[src/rtl/clock_control.sv]
// Button conditioning and run/manual/halted control for clock_module.
// All outputs are registered on clk_generator; no input reaches an output combinationally.
module clock_control #(
    parameter int DB_CYCLES = 15,
    parameter int DB_W      = 4
) (
    input  logic       clk_generator,
    input  logic       rst_n,
    input  logic       mode_btn,
    input  logic       step_btn,
    input  logic       resume_btn,
    input  logic       hlt_req,
    output logic       manual_en,
    output logic       adv_clk,
    output logic       halt,
    output logic [1:0] state
);
    typedef enum logic [1:0] {
        RUN    = 2'b00,
        MANUAL = 2'b01,
        HALTED = 2'b10
    } state_t;

    localparam int BTN_MODE   = 0;
    localparam int BTN_STEP   = 1;
    localparam int BTN_RESUME = 2;
    localparam logic [DB_W-1:0] CNT_LAST = DB_W'(DB_CYCLES - 1);

    logic [2:0]      raw;
    logic [2:0]      sync1;
    logic [2:0]      sync2;
    logic [2:0]      db;
    logic [2:0]      db_d;
    logic [2:0]      press;
    logic [DB_W-1:0] cnt [3];
    logic            hlt_d;
    logic            hlt_rise;
    logic            saved_mode;
    state_t          st;

    assign raw      = {resume_btn, step_btn, mode_btn};
    assign hlt_rise = hlt_req & ~hlt_d;
    assign state    = st;

    // Synchronizer, debouncer and press detector for all three buttons.
    always_ff @(posedge clk_generator) begin
        if (!rst_n) begin
            sync1 <= '0;
            sync2 <= '0;
            db    <= '0;
            db_d  <= '0;
            press <= '0;
            for (int i = 0; i < 3; i++) begin
                cnt[i] <= '0;
            end
        end else begin
            sync1 <= raw;
            sync2 <= sync1;
            db_d  <= db;
            press <= db & ~db_d;
            for (int i = 0; i < 3; i++) begin
                if (sync2[i] == db[i]) begin
                    cnt[i] <= '0;
                end else if (cnt[i] == CNT_LAST) begin
                    db[i]  <= ~db[i];
                    cnt[i] <= '0;
                end else begin
                    cnt[i] <= cnt[i] + 1'b1;
                end
            end
        end
    end

    // Priority: hlt_rise > resume > mode > step.
    always_ff @(posedge clk_generator) begin
        if (!rst_n) begin
            st         <= RUN;
            saved_mode <= 1'b0;
            manual_en  <= 1'b0;
            adv_clk    <= 1'b0;
            halt       <= 1'b0;
            hlt_d      <= 1'b0;
        end else begin
            hlt_d   <= hlt_req;
            adv_clk <= 1'b0;
            case (st)
                RUN: begin
                    if (hlt_rise) begin
                        st         <= HALTED;
                        saved_mode <= 1'b0;
                        halt       <= 1'b1;
                        manual_en  <= 1'b0;
                    end else if (press[BTN_MODE]) begin
                        st        <= MANUAL;
                        manual_en <= 1'b1;
                    end
                end
                MANUAL: begin
                    if (hlt_rise) begin
                        st         <= HALTED;
                        saved_mode <= 1'b1;
                        halt       <= 1'b1;
                        manual_en  <= 1'b1;
                    end else begin
                        adv_clk <= press[BTN_STEP];
                        if (press[BTN_MODE]) begin
                            st        <= RUN;
                            manual_en <= 1'b0;
                        end
                    end
                end
                HALTED: begin
                    if (press[BTN_RESUME]) begin
                        st        <= saved_mode ? MANUAL : RUN;
                        halt      <= 1'b0;
                        manual_en <= saved_mode;
                    end
                end
                default: begin
                    st        <= RUN;
                    manual_en <= 1'b0;
                    halt      <= 1'b0;
                end
            endcase
        end
    end
endmodule

[config.mk]
export PLATFORM = sky130hd
export DESIGN_NAME = clock_control
export DESIGN_NICKNAME = d
export VERILOG_FILES = /design/src/rtl/clock_control.sv
export SDC_FILE = /design/constraint.sdc
export NUM_CORES = 1
export LEC_CHECK = 0
export ABC_AREA = 1
export CORE_UTILIZATION = 28
export CTS_CLUSTER_SIZE = 16
export DETAILED_ROUTE_END_ITERATION = 7
export PLACE_DENSITY = 0.53
export SLEW_MARGIN = 20
export SYNTH_ARGS = -nofsm -noshare
export SYNTH_HDL_FRONTEND = slang
export SYNTH_SLANG_ARGS = --single-unit
[constraint.sdc]
create_clock -name clk_generator -period 4 [get_ports clk_generator]
set_clock_uncertainty 0.2 [all_clocks]
set_input_delay 0.6 -clock clk_generator [delete_from_list [all_inputs] [get_ports clk_generator]]
set_output_delay 0.6 -clock clk_generator [all_outputs]
set_load 0.01 [all_outputs]
After elaboration in Yosys (flattened, before gate mapping)

Memory sizes are Yosys's and may differ from the RTL's.
Cells that the tools add are included.

Register bits after elaboration: 22
Bits in writable memories: 12
Input port bits: 6
Output and inout bits: 5
Logic and storage cells: 123
Memories: 1

Add/subtract/negate cells: 3
Eq/ne operators: 14
Muxes and demuxes: 61
Bitwise logic cells: 21
Reductions and logical operators: 10

Memories:

| name | words | width | read ports | clocked after Yosys merged registers in | write ports | line | source |
|---|---|---|---|---|---|---|---|
| cnt  | 3     | 4     | 3          | 0                                       | 3           | 35   | `logic [DB_W-1:0] cnt [3];` |

Operator list:

| cell                  | number |
|---|---|
| $mux W1               | 43 |
| $mux W4               | 9 |
| $add A4 B1 Y4 const B | 3 |
| $eq A4 B4 Y1 const B  | 3 |
| $mux W2               | 5 |
| $not A1 Y1            | 9 |
| $or A1 B1 Y1          | 9 |
| $reduce_and A2 Y1     | 4 |
| $ne A2 B2 Y1 const B  | 3 |
| $ne A3 B3 Y1 const B  | 2 |
| $pmux W2 S3           | 1 |
| $reduce_and A3 Y1     | 2 |
| $pmux W1 S2           | 2 |
| $and A3 B3 Y3         | 1 |
| $eq A1 B1 Y1          | 3 |
| $not A3 Y3            | 1 |
| $pmux W1 S3           | 1 |
| $reduce_or A3 Y1      | 1 |
| $eq A2 B1 Y1 const B  | 1 |
| $eq A2 B2 Y1 const B  | 1 |
| $logic_not A2 Y1      | 1 |
| $ne A2 B1 Y1 const B  | 1 |
| $reduce_bool A2 Y1    | 1 |
| $reduce_or A2 Y1      | 1 |
| $and A1 B1 Y1         | 1 |

Logic depth before layout (Yosys ltp)

Depth in word-level cells: 7
Mapped depth: 7

Worst setup path before layout

OpenSTA, ideal clock, no wires.

Path type: register to register
Start: mem cnt[1][0]
End: mem cnt[1][0] (data pin)
Data arrival time: 0.873 ns
Setup slack: 2.668 ns
Cell stages (with the launch flop): 6
Period minus slack after synthesis: 1.332 ns
Cell sequence: edfxtp_1 inv_1 ha_1 nand3_1 o211ai_2 nor2_1

RTL lines:

| what            | line |
|---|---|
| start, declared | 35 |

Worst setup path after layout

Start: reg st[1], in the netlist state[1]
End: out state[1]

RTL lines:

| what                   | line | source |
|---|---|---|
| start, declared        | 39   | `state_t st;` |
| start signal, assigned | 114  | `st <= saved_mode ? MANUAL : RUN;` |
| end, declared          | 16   | `output logic [1:0] state` |

No word-level cell between the ends.

==> flow_metrics.tcl <==
set metrics [dict create \
    cap_violations 0 \
    crit_arrival_ns 1.31 \
    finalCritPeriodShare_pct 52.8 \
    grt_overflow 0 \
    layout_min_cycle_time_ns 2.11 \
    coreArea_um2 4500 \
    cts_sinks 34 \
    critPathBufInv 1 \
    areaGrowthSynthToFinish_pct 21.6 \
    cts_buffer_depth 2 \
    tritoncts "done" \
    numPortBuffers 10 \
    fin_nets 183 \
    viasPerCell 4.17 \
    leakage_nw 0.742 \
    post-place-cells 216 \
    initial_core_util_pct 30.1 \
    synth_cell_types 19 \
    worstPathMaxFanout 7 \
    setup_tns_ns 0 \
    end_kind "primary output" \
    postRouteWirelength_um 1940 \
    slowest_delay_ns 0.58 \
    hold_violations 0 \
    rows 24 \
    hpwl_um 1440 \
    relSlewSlack_pct 66.5 \
    synth_warnings 0 \
    cp_slowest_cell "clkdlybuf4s50_1" \
    worstSetupPathType "flip-flop to primary output" \
    syn_area_um2 1360 \
    root_buffer "clkbuf_8" \
    rsz0062_at_grt "no" \
    hold_class "flip-flop to flip-flop" \
    post_cts_buffers 0 \
    die-height_um 71.6 \
    ios 11 \
    drt_iter0_drc 17 \
    grt_max_degree 17 \
    utilization_pct 36.6 \
    die_w_um 71.6 \
    dr.pass1.iters 4 \
    die_area_um2 5130 \
    grt_pass1_vias 864 \
    drv_slew 0 \
    antenna_cells 0 \
    tightest_slew_ns 0.502 \
    cts_buffers 5 \
    vdd_ir_drop_max_v 0.000252 \
    htree_levels 2 \
    netlist_instances 144 \
    setup_viol 0 \
    finalNonFillerCells 224 \
    yosys.area.top_type_share_pct 32.5 \
    status "finished, final reports clean" \
    worst-endpoint-required_ns 3.20 \
    crit_path_start_kind "flip-flop" \
    antenna_found_initial 0 \
    yosys-top-cells-area "dfxtp_1 32%, edfxtp_1 27%, nand2_1 6.6%, ha_1 5.5%, inv_1 5.3%" \
    path_cells "clkdlybuf4s50_1" \
    critical-path-top-delay-family "buffers and inverters" \
    cts_hold_buffers 0 \
    grt_first_pass_wirelength_um 3480 \
    wl_per_cell_um 8.65 \
    grtUsageTotal_pct 9.09 \
    synth_top_cell_by_area "dfxtp_1" \
    ant_nets 0 \
    gp_congestion 0.704 \
    syn_avg_cell_area_um2 9.42 \
    drive_gt1_share_pct 9.88 \
    synth_seq_cells 34 \
    clk_latency_ns 0.28 \
    post-route-drc-count 0 \
    synth-seq-area-share_pct 59.0 \
    path_clk_slew_ns 0.07 \
    vias 934 \
    cts_resized 0 \
    cellPowerDensity_nw_per_um2 420 \
    max_freq_mhz 473 \
]
## path summary, 6_finish.rpt
| path | start | end | slack (ns) | depth (start not counted) |
|---|---|---|---|---|
| hold reg to reg | db_d[2] | press[2] | 0.18 | 1 |
| hold / removal | db_d[2] | press[2] | 0.18 | 1 |
| setup reg to reg | cnt[1][0] | cnt[1][1] | 2.56 | 5 |
| setup / recovery | state[1] | state[1] | 1.89 | 1 |
## registers in the layout (all words and copies together) (netlist names)
register / count
manual_en: 1
state: 2
hlt_d: 1
sync2: 3
db: 3
adv_clk: 1
saved_mode: 1
db_d: 3
press: 3
halt: 1
cnt: 12
sync1: 3
## cell type report
type,count,area [um2]
inverter,22,82.6
tap,52,65.1
timing repair buffer,10,100
clock inverter,1,5.00
sequential,34,801
clock buffer,7,86.3
multi-input combinational,98,509
fill,456,2860
## cells in the final DEF (no fill, tap or decap)
cell,synthesis,layout
dfxtp_1,22,22
a21oi_1,9,9
clkdlybuf4s50_1,0,10
nand2_1,24,24
nand3_1,9,9
xor2_1,3,3
nor2_1,19,19
ha_1,6,6
o211ai_2,1,1
nand2_2,3,3
xnor2_1,3,3
a21oi_2,2,2
clkbuf_1,0,1
clkinv_2,0,1
clkbuf_8,0,6
nor3_1,1,1
inv_1,19,19
inv_2,3,3
o21ai_0,5,5
conb_1,1,12
nor2_2,1,1
edfxtp_1,12,12
## where the power goes
group / internal, W / switching [W] / total (W)
Sequential: 0.000372 / 0.0000110 / 0.000383
Combinational: 0.0000252 / 0.0000295 / 0.0000547
Clock: 0.000139 / 0.000117 / 0.000255
## metrics by stage
| stage | cell area, um2 | hold WS [ns] | setup WS [ns] | power (W) |
|---|---|---|---|---|
| floorplan | 1400 | 0.168 | 2.67 | 0.000425 |
| global placement | 1560 | 0.173 | 1.69 | 0.000445 |
| detailed placement | 1560 | 0.180 | 1.64 | 0.000447 |
| CTS | 1650 | 0.187 | 1.86 | 0.000710 |
| global route | 1650 | 0.205 | 1.80 | 0.000736 |
| finish | 1650 | 0.183 | 1.89 | 0.000693 |
## metal layers
layer	share of wire, %	global-route usage (%)
met3	3.4	2.53
met5	0	0
met4	1.9	7.84
met1	49	9.81
met2	45	14.7
## worst register-to-register path: stages, from the launching register on
cell and delay, ns:
edfxtp_1 0.43, inv_1 0.09, ha_1 0.14, nand3_1 0.14, o211ai_2 0.14, nor2_1 0.06
## cells in the mapped netlist, drive strengths merged
| cell | count |
|---|---|
| buf | 1 |
| conb | 1 |
| ha | 6 |
| xor2 | 3 |
| nand3 | 9 |
| nand2 | 27 |
| inv | 22 |
| xnor2 | 3 |
| nor2 | 20 |
| nor3 | 1 |
| dfxtp | 22 |
| edfxtp | 12 |
| o21ai | 5 |
| a21oi | 11 |
| o211ai | 1 |
## cell families after synthesis
kind of cell	count (synthesis)	share of synthesized area, %
buf+inv	23	6.46
other cells	1	0.276
simple gates	57	17.4
compound gates	17	7.38
xor+xnor	6	3.88
fa+ha+maj	6	5.53
flops	34	59.0
Note: power is estimated with default switching activity, not from simulation.
